===== config.mk =====
export PLATFORM = sky130hd
export DESIGN_NAME = wb_prefetch
export DESIGN_NICKNAME = d
export VERILOG_FILES = /design/src/rtl/wb_prefetch.sv
export SDC_FILE = /design/constraint.sdc
export NUM_CORES = 1
export LEC_CHECK = 0
export CAP_MARGIN = 5
export CORE_ASPECT_RATIO = 0.75
export CORE_MARGIN = 5
export CORE_UTILIZATION = 55
export DETAILED_ROUTE_END_ITERATION = 7
export GPL_ROUTABILITY_DRIVEN = 0
export MAX_ROUTING_LAYER = met4
export PLACE_DENSITY = 0.86
export SLEW_MARGIN = 40
export SYNTH_ARGS = -nofsm -noshare
export SYNTH_HDL_FRONTEND = slang
export SYNTH_SLANG_ARGS = --single-unit

===== constraint.sdc =====
create_clock -name clk_i -period 6.3 [get_ports clk_i]
set_input_delay 1.575 -clock clk_i [delete_from_list [all_inputs] [get_ports clk_i]]
set_output_delay 1.575 -clock clk_i [all_outputs]
set_load 0.05 [all_outputs]

===== src/rtl/wb_prefetch.sv =====
`default_nettype none
// ============================================================================
// wb_prefetch : sequential instruction prefetch buffer on a pipelined Wishbone
//               read port, presenting words to the fetch unit via valid/ready
// Revision    : 1.0
// ============================================================================
module wb_prefetch #(
  parameter int DEPTH = 4
) (
  input  logic        clk_i,
  input  logic        rst_i,
  output logic        bus_cyc_o,
  output logic        bus_stb_o,
  output logic [31:0] bus_adr_o,
  output logic        bus_we_o,
  output logic [3:0]  bus_sel_o,
  output logic [31:0] bus_dat_o,
  input  logic [31:0] bus_dat_i,
  input  logic        bus_ack_i,
  input  logic        bus_stall_i,
  input  logic        flush_i,
  input  logic [31:0] flush_adr_i,
  output logic        valid_o,
  input  logic        ready_i,
  output logic [31:0] data_o,
  output logic [31:0] adr_o
);

  localparam int CW = $clog2(DEPTH) + 1;
  localparam int PW = $clog2(DEPTH);
  localparam logic [CW:0] DEPTH_W = (CW+1)'(DEPTH);

  typedef enum logic [0:0] {
    IDLE = 1'b0,
    RUN  = 1'b1
  } state_t;

  state_t        state_q;
  logic [31:0]   req_adr_q;
  logic [31:0]   head_adr_q;
  logic [31:0]   fifo_q [DEPTH];
  logic [PW-1:0] wr_ptr_q;
  logic [PW-1:0] rd_ptr_q;
  logic [CW-1:0] count_q, count_d;
  logic [CW-1:0] pend_q, pend_d;
  logic [CW-1:0] drop_q, drop_d;

  logic [CW:0]   inflight;
  logic          req_go;
  logic          ack_any;
  logic          ack_live;
  logic          ack_stale;
  logic          pop;
  logic [31:0]   flush_base;
  logic          unused_adr_bits;

  assign flush_base      = {flush_adr_i[31:2], 2'b00};
  assign unused_adr_bits = ^flush_adr_i[1:0];

  // Credit uses registered state only, so a pop frees its slot a cycle later.
  assign inflight  = {1'b0, pend_q} + {1'b0, count_q};
  assign bus_stb_o = (state_q == RUN) & ~flush_i & (inflight < DEPTH_W);
  assign bus_cyc_o = bus_stb_o | (pend_q != '0) | (drop_q != '0);
  assign bus_adr_o = req_adr_q;
  assign bus_we_o  = 1'b0;
  assign bus_sel_o = 4'hF;
  assign bus_dat_o = 32'h0;

  assign req_go    = bus_stb_o & ~bus_stall_i;
  assign ack_any   = bus_ack_i & ((drop_q != '0) | (pend_q != '0));
  assign ack_stale = bus_ack_i & (drop_q != '0);
  assign ack_live  = bus_ack_i & (drop_q == '0) & (pend_q != '0);
  assign pop       = valid_o & ready_i;

  assign valid_o = (count_q != '0);
  assign data_o  = fifo_q[rd_ptr_q];
  assign adr_o   = head_adr_q;

  always_comb begin
    count_d = count_q;
    pend_d  = pend_q;
    drop_d  = drop_q;
    if (flush_i) begin
      // Everything still in flight becomes stale; an ack right now is one of them.
      drop_d  = drop_q + pend_q - CW'(ack_any);
      pend_d  = '0;
      count_d = '0;
    end else begin
      pend_d  = pend_q + CW'(req_go) - CW'(ack_live);
      drop_d  = drop_q - CW'(ack_stale);
      count_d = count_q + CW'(ack_live) - CW'(pop);
    end
  end

  always_ff @(posedge clk_i) begin
    if (rst_i) begin
      state_q    <= IDLE;
      req_adr_q  <= 32'h0;
      head_adr_q <= 32'h0;
      wr_ptr_q   <= '0;
      rd_ptr_q   <= '0;
      count_q    <= '0;
      pend_q     <= '0;
      drop_q     <= '0;
    end else begin
      count_q <= count_d;
      pend_q  <= pend_d;
      drop_q  <= drop_d;
      if (flush_i) begin
        state_q    <= RUN;
        req_adr_q  <= flush_base;
        head_adr_q <= flush_base;
        wr_ptr_q   <= '0;
        rd_ptr_q   <= '0;
      end else begin
        if (req_go) begin
          req_adr_q <= req_adr_q + 32'd4;
        end
        if (ack_live) begin
          wr_ptr_q <= wr_ptr_q + 1'b1;
        end
        if (pop) begin
          rd_ptr_q   <= rd_ptr_q + 1'b1;
          head_adr_q <= head_adr_q + 32'd4;
        end
      end
    end
  end

  always_ff @(posedge clk_i) begin
    if (!flush_i && ack_live) begin
      fifo_q[wr_ptr_q] <= bus_dat_i;
    end
  end

endmodule
`default_nettype wire

# Word level (Yosys, flattened, before mapping)
# Memories as Yosys holds them, arrays and structs flattened. A register that Yosys moved wholly into a read port is not among the register bits.
# Cells that the tools add are included.
# W data, S select, Z words.
[totals]
rom_bits = 0
ram_bits = 128
out_inout_bits = 136
mem_count = 1
ff_bits = 78
latch_bits = 0
[mem_list]
columns = ["name", "depth", "word_bits", "read_ports", "rd_ports_with_merged_regs", "wr", "line_no", "text"]
rows = [
  ["fifo_q", 4, 32, 1, 1, 1, "41", "logic [31:0] fifo_q [DEPTH];"],
]
[op_classes]
n_addsub = 12
n_eq_ne = 0
reduce_logical = 9
bitwise_logic = 13
order_cmp = 1
mul = 0
mux = 9
div = 0
n_shift = 0
[ops]
columns = ["op", "count"]
rows = [
  ["$mux W32", 4],
  ["$add A32 B3 Y32 const B", 2],
  ["$sub A3 B1 Y3", 4],
  ["$reduce_bool A3 Y1", 3],
  ["$and A1 B1 Y1", 8],
  ["$add A3 B1 Y3", 2],
  ["$add A2 B1 Y2 const B", 2],
  ["$add A3 B3 Y4", 1],
  ["$lt A4 B3 Y1 const B", 1],
  ["$mux W2", 2],
  ["$reduce_bool A2 Y1", 2],
  ["$add A3 B3 Y3", 1],
  ["$logic_not A3 Y1", 1],
  ["$mux W3", 1],
  ["$or A1 B1 Y1", 3],
  ["$mux W1", 2],
  ["$not A1 Y1", 2],
  ["$reduce_or A2 Y1", 1],
  ["$logic_and A1 B1 Y1", 1],
  ["$logic_not A1 Y1", 1],
]

# Longest topological paths before layout
# Gate-level depths: netlist of the first run.
[logic_depth]
word_depth = 6
mapped_depth = 13
ltp_nobuf = 12

# Worst setup path after synthesis of the first run
# No wires, ideal clock.
[synth_path]
path_kind = "input-to-output"
start = "input flush_i"
end = "output bus_cyc_o"
arrival_time_ps = 3286
stages = 4
slack_ps = 1439
required_ps = 4725
cell_sequence = "nor4_4 nand2_1 a31oi_1 nand3b_1"
[synth_via]
elab_chain_cells = 5
[synth_rtl]
columns = ["item", "line_no", "text"]
rows = [
  ["from (decl)", "21", "input logic flush_i,"],
  ["$not A1 Y1", "62", "assign bus_stb_o = (state_q == RUN) & ~flush_i & (inflight < DEPTH_W);"],
  ["$and A1 B1 Y1 (2 in series)", "62", ""],
  ["via bus_stb_o", "13", "output logic bus_stb_o,"],
  ["$or A1 B1 Y1 (2 in series)", "63", "assign bus_cyc_o = bus_stb_o | (pend_q != '0) | (drop_q != '0);"],
  ["to (decl)", "12", "output logic bus_cyc_o,"],
]
# The timed path passes the listed nets, and every way through them passes these cells.

# Worst setup path in the final report of the first run
[layout_path]
start = "input flush_i"
end = "output bus_stb_o"
[layout_via]
elab_chain_cells = 3
[layout_rtl]
columns = ["item", "line_no"]
rows = [
  ["$not A1 Y1", "62"],
  ["$and A1 B1 Y1 (2 in series)", "62"],
  ["to (decl)", "13"],
]
# No other way between the ends.

==> impl_metrics.csv, run 1 <==
group,metric,value,unit
grt,grt_pass1_wl,33.99,mm
critical_path,path_cells,"clkdlybuf4s50_1 > nor4_4 > nand2_1 > a31oi_1 > clkdlybuf4s50_1",
cells_and_area,drive_gt1_share,10.06,%
yosys,synth.top_cells.by_count,"edfxtp_1 (128), dfxtp_1 (76), nor2_1 (45)",
critical_path,crit_fanout,3,
yosys,synth_top_cell_area_share,42.02,%
sta,fin_crit,5.115,ns
placed_design,dp_hpwl,15.11,mm
cts,ctsResizeCount,0,
flow_run,maxCapViolCount,0,
yosys,synth_area,9148,µm²
cts,clock_latency,0.50,ns
detailed_routing,maxUsedRoutingLayer,"met4",
cts,cts_inserted_buffers,20,
yosys,syn_area_per_cell,12.92,µm²
cts,cts_root_buf,"clkbuf_16",
grt,grt-ovfl-total,0,
floorplanning,core_area,16170,µm²
floorplanning,boundaryPins,206,
critical_path,crit_type,"in2out",
detailed_routing,drtPass1Iterations,5,
detailed_routing,vias_per_cell,5.658,
sta,finalHoldViolCount,0,
floorplanning,die_area,19340,µm²
sta,finalHoldWorstSlack,0.5107,ns
sta,maxSlewViolCount,0,
floorplanning,num_rows,40,
hold_path,worstHoldPathType,"reg2reg",
critical_path,cp-start-kind,"input port",
detailed_routing,antenna_left,0,
detailed_routing,wl,22.03,mm
floorplanning,die-width,158.9,µm
yosys,postSynthCellCount,708,
cts,post-cts-setup-buffers,0,
placed_design,portBuffers,162,
sta,fin_crit_sh,81.20,%
critical_path,path_delay_family,"buffers and inverters",
critical_path,max_stage_delay,0.86,ns
critical_path,cp_num_buf_inv,2,
detailed_routing,wirelength_met1,9.465,mm
yosys,async_reset_ff_share,0,%
power,finalPower,3239,µW
detailed_routing,wl_met3,1.883,mm
detailed_routing,drc,0,
power,max-vdd-ir-drop,0.1853,mV
grt,first_global_vias,5968,
grt,grt_max_degree,40,
grt,antenna_found_initial,0,
cts,htreeDepth,1,
cts,cts_sinks,204,
critical_path,cpMostUsedCell,"clkdlybuf4s50_1",
floorplanning,start_util,56.59,%
yosys,yosysTopAreaCell,"edfxtp_1",
cts,cts_tree,"built",
yosys,synth_edf_count,128,
yosys,yosysMostFrequentCell,"edfxtp_1",
yosys,yosysSeqAreaShare,58.65,%
yosys,yosys_register_bits,204,
sta,final.setup_skew,0.01547,ns
power,p_per_area,280.9,nW/µm²
power,leakagePower,0.004020,µW
detailed_routing,num_vias,6195,
cts,clkTransAtPathRegs,0.07,ns
sta,relSlewSlack,49.78,%
detailed_routing,drt-initial-drc-count,474,
yosys,yosysWarnings,0,
critical_path,worstPathRequired,4.72,ns
floorplanning,die_y,121.7,µm
cts,cts_buffer_depth,3,
yosys,synth_top_flop_cell,"edfxtp_1",
detailed_routing,wl_per_cell,20.12,µm
cells_and_area,diodes,0,
sta,finalSetupViolCount,0,
cells_and_area,area_growth_syn_to_layout,26.06,%
critical_path,end_kind,"primary output",
sta,tns,0,ns
cells_and_area,layout.nets,961,
yosys,ys_types,56,
grt,gr-usage-all-layers,22.70,%
critical_path,critical_path_arrival,3.54,ns
sta,clock.fmax,0.1955,GHz
yosys,netlist_top_cells_area,"edfxtp_1 (42%), dfxtp_1 (17%), mux4_2 (7.9%)",
detailed_routing,route.met2.wl,10.39,mm
run_status,status,"completed",
sta,rsz0062_at_grt,"no",
critical_path,slowest_stage,"clkdlybuf4s50_1",
sta,tightest_slew,0.7487,ns
cts,hold_buffers,0,
cell families after synthesis:
family | count (synthesis) | share of synthesized area, %
compound gates | 99 | 7.195
flops | 204 | 58.65
fa+ha+maj | 20 | 2.982
other cells | 2 | 0.08210
xor+xnor | 49 | 4.692
buf+inv | 95 | 5.731
mux | 35 | 8.220
simple gates | 204 | 12.45
cell type report:
type / count / area, µm²
flip-flops and latches: 204 / 5366
fillers: 1078 / 4634
multi-input cells: 448 / 3411
repair buffers: 171 / 1687
clock buffers: 23 / 533.0
well taps: 210 / 262.8
clock inverters: 13 / 173.9
inverters: 26 / 97.59
worst min-delay path: cells and delay by family, from the launching register on:
kind	cells	cell delay, ns
AO/OA/AOI/OAI	1	0.06
flip-flops	1	0.34
AND/OR/NAND/NOR	1	0.07
through the flow:
| stage | cell area, µm² | setup slack, ns | util [%] | cells |
|---|---|---|---|---|
| floorplan | 9294 | 1.439 | - | 747 |
| global placement | 10820 | 1.186 | 66.92 | 1059 |
| detailed placement | 10820 | 1.166 | 66.92 | 1059 |
| CTS | 11520 | 1.167 | 71.29 | 1095 |
| global route | 11530 | 1.096 | 71.33 | 1095 |
| finish | 11530 | 1.185 | 71.33 | 1095 |
flip-flops by register name (all words and copies together), names as in the netlist, named ones only:
| name | cells |
|---|---|
| fifo_q | 128 |
| adr_o | 30 |
| bus_adr_o | 30 |
| count_q | 3 |
| drop_q | 3 |
| pend_q | 3 |
| rd_ptr_q | 2 |
| wr_ptr_q | 2 |
| state_q | 1 |
placed cells by master, fill, tap and decap left out, types with 4 or more instances in the layout:
master and instances:
edfxtp_1 128, o21ai_0 21, ha_1 17, buf_4 10
and4b_1 6, a221oi_1 4, clkdlybuf4s50_1 161, a21boi_0 18
dfxtp_1 75, nand4_1 27, nor3_1 15, mux4_2 32
xnor2_1 24, xor2_1 25, o21a_1 13, bufinv_16 4
and3_1 12, clkbuf_16 21, nor4_1 4, a31oi_1 9
inv_1 23, nand2_1 38, conb_1 41, and2_1 15
nand3_1 22, a21oi_1 15, nor2_1 45, clkinv_2 5
report_power, final:
part	internal [µW]	total [µW]	switching, µW	leakage, µW
clock	775	1270	497	0.000347
sequential	1450	1500	41.9	0.00178
combinational	167	472	305	0.00189
total	2400	3240	844	0.00402
path summary, 6_finish.rpt:
kind                     from          end  slack [ns]  depth (start not counted)
setup / recovery      flush_i    bus_stb_o        1.18                          5
hold / removal    wr_ptr_q[1]  wr_ptr_q[1]        0.51                          2
setup reg to reg    pend_q[2]    pend_q[2]        3.04                         12
hold reg to reg   wr_ptr_q[1]  wr_ptr_q[1]        0.51                          2
per-layer routing:
layer | GRT usage, % | vias up
li1 | - | 2886
met1 | 31.55 | 3010
met2 | 35.12 | 272
met3 | 5.140 | 27
met4 | 4.315 | 0
met5 | - | -
Note: power is estimated with default switching activity, not from simulation.
==> run 2, diff against run 1 <==
Settings changed: CORE_UTILIZATION 55 to 46, PLACE_DENSITY 0.86 to 0.77.
Clock period 6.3 ns to 4.2 ns, I/O delays scaled along.
==> run 2 against run 1 <==
First-iteration DRC count rose by 1.3%. Final cell count rose by 4.4%. Via count fell by 0.45%. Design area rose by 0.84%. Die area rose by 18%. Hold slack got worse by 0.015 ns. Wire length fell by 3.4%. Clock skew fell by 0.0035 ns. Setup slack got worse by 0.70 ns. Sequential power rose by 49%. Combinational power rose by 55%. Clock power rose by 43%. Critical endpoint is now bus_cyc_o. Largest cell class unchanged. Highest routed layer unchanged.
==> impl_metrics.csv, run 2 (synthesized netlist as in run 1, its figures left out) <==
group,metric,value,unit
cts,post-cts-setup-buffers,0,
cts,cts_sinks,204,
grt,first_global_vias,6000,
floorplanning,core_area,19430,µm²
detailed_routing,wl,21.28,mm
placed_design,dp_hpwl,14.56,mm
grt,antenna_found_initial,0,
floorplanning,die_y,132.1,µm
cells_and_area,regMostFlops,"fifo_q",
detailed_routing,antenna_left,0,
placed_design,portBuffers,162,
cts,htreeDepth,1,
cts,clock_latency,0.49,ns
sta,maxSlewViolCount,0,
critical_path,cp_num_buf_inv,2,
detailed_routing,drtPass1Iterations,4,
cts,cts_root_buf,"clkbuf_16",
hold_path,worstHoldPathType,"reg2reg",
detailed_routing,vias_per_cell,5.395,
flow_run,maxCapViolCount,0,
detailed_routing,drt-initial-drc-count,480,
cells_and_area,final_common_cell,"clkdlybuf4s50_1",
floorplanning,start_util,47.07,%
sta,fin_crit,3.712,ns
sta,finalSetupViolCount,0,
critical_path,critical_path_arrival,2.66,ns
cells_and_area,drive_gt1_share,10.67,%
cells_and_area,layout.cells.most_common_list,"clkdlybuf4s50_1 (160), edfxtp_1 (128), dfxtp_1 (75)",
cts,clkTransAtPathRegs,0.06,ns
sta,clock.fmax,0.2694,GHz
sta,tightest_slew,0.7520,ns
sta,rsz0062_at_grt,"no",
sta,final.setup_skew,0.01193,ns
sta,finalHoldViolCount,0,
cells_and_area,layout.nets,965,
run_status,status,"completed",
critical_path,crit_type,"in2out",
grt,grt_max_degree,63,
cts,hold_buffers,0,
detailed_routing,drc,0,
critical_path,path_delay_family,"simple AND/OR/NAND/NOR gates",
sta,finalHoldWorstSlack,0.4958,ns
floorplanning,die_area,22840,µm²
cells_and_area,area_growth_syn_to_layout,27.11,%
grt,gr-usage-all-layers,18.45,%
critical_path,max_stage_delay,0.48,ns
cts,ctsResizeCount,0,
sta,tns,0,ns
floorplanning,boundaryPins,206,
grt,grt_pass1_wl,33.31,mm
cts,cts_tree,"built",
critical_path,rrSetupSlack,1.48,ns
cts,cts_inserted_buffers,22,
power,p_per_area,412.7,nW/µm²
cts,cts_buffer_depth,3,
cells_and_area,diodes,0,
critical_path,crit_fanout,3,
sta,fin_crit_sh,88.37,%
floorplanning,die-width,172.8,µm
critical_path,worstPathRequired,3.15,ns
critical_path,path_cells,"clkdlybuf4s50_1 > nor4_4 > nand2_1 > a31oi_1 > nand3b_1 > buf_12",
floorplanning,num_rows,44,
grt,grt-ovfl-total,0,
detailed_routing,num_vias,6167,
detailed_routing,wl_per_cell,18.62,µm
power,leakagePower,0.004029,µW
critical_path,slowest_stage,"clkdlybuf4s50_1",
critical_path,end_kind,"primary output",
sta,relSlewSlack,49.60,%
power,max-vdd-ir-drop,0.2725,mV
power,finalPower,4799,µW
cells_and_area,largest_reg_flops,128,
critical_path,cp-start-kind,"input port",
==> run 2: cell count changes in the layout (fill, tap and decap cells not counted), sizes merged <==
cell and delta:
clkinv -1, clkinvlp +5, clkdlybuf4s50 -1, bufinv -3, inv +1, buf +3
clkbuf +1
==> run 2: path summary, 6_finish.rpt <==
kind,startpoint,endpoint,cells past startpoint
min reg2reg,wr_ptr_q[1],wr_ptr_q[1],2
max,flush_i,bus_cyc_o,6
min,wr_ptr_q[1],wr_ptr_q[1],2
max reg2reg,count_q[2],count_q[2],11
==> run 2: cell type report <==
cell class,instances,area (µm²)
clock buffers,24,579.3
fillers,1530,7806
multi-input cells,448,3411
flip-flops and latches,204,5366
clock inverters,15,107.6
well taps,253,316.6
inverters,26,97.59
repair buffers,173,1749
==> run 2: power breakdown <==
group / switching (µW) / internal (µW) / total, µW
registers: 63.4 / 2180 / 2240
logic: 461 / 270 / 730
clock network: 767 / 1060 / 1820
==> run 2: through the flow <==
step	worst slack (ns)	instance area [µm²]	utilization, %	cells
floorplan	0.3895	9294	-	747
global placement	0.5358	10930	56.26	1104
detailed placement	0.4778	10930	56.26	1104
CTS	0.4737	11620	59.80	1143
global route	0.4143	11630	59.83	1143
finish	0.4883	11630	59.83	1143
==> run 2: routing by layer <==
layer  vias to the layer above  GRT usage, %  routed length [µm]
li1                       2900             -                   -
met1                      2979         26.83                9562
met2                       258         27.36                9575
met3                        30         3.698                1783
met4                         0         3.536                 362
met5                         -             -                   0
==> run 2: worst register-to-register path: cells and delay by family (launching register included) <==
kind	cells	cell delay, ns
flip-flops	1	0.35
buffers and inverters	3	0.26
XOR/XNOR	2	0.31
adder cells (fa/ha/maj)	3	0.85
AND/OR/NAND/NOR	3	0.84
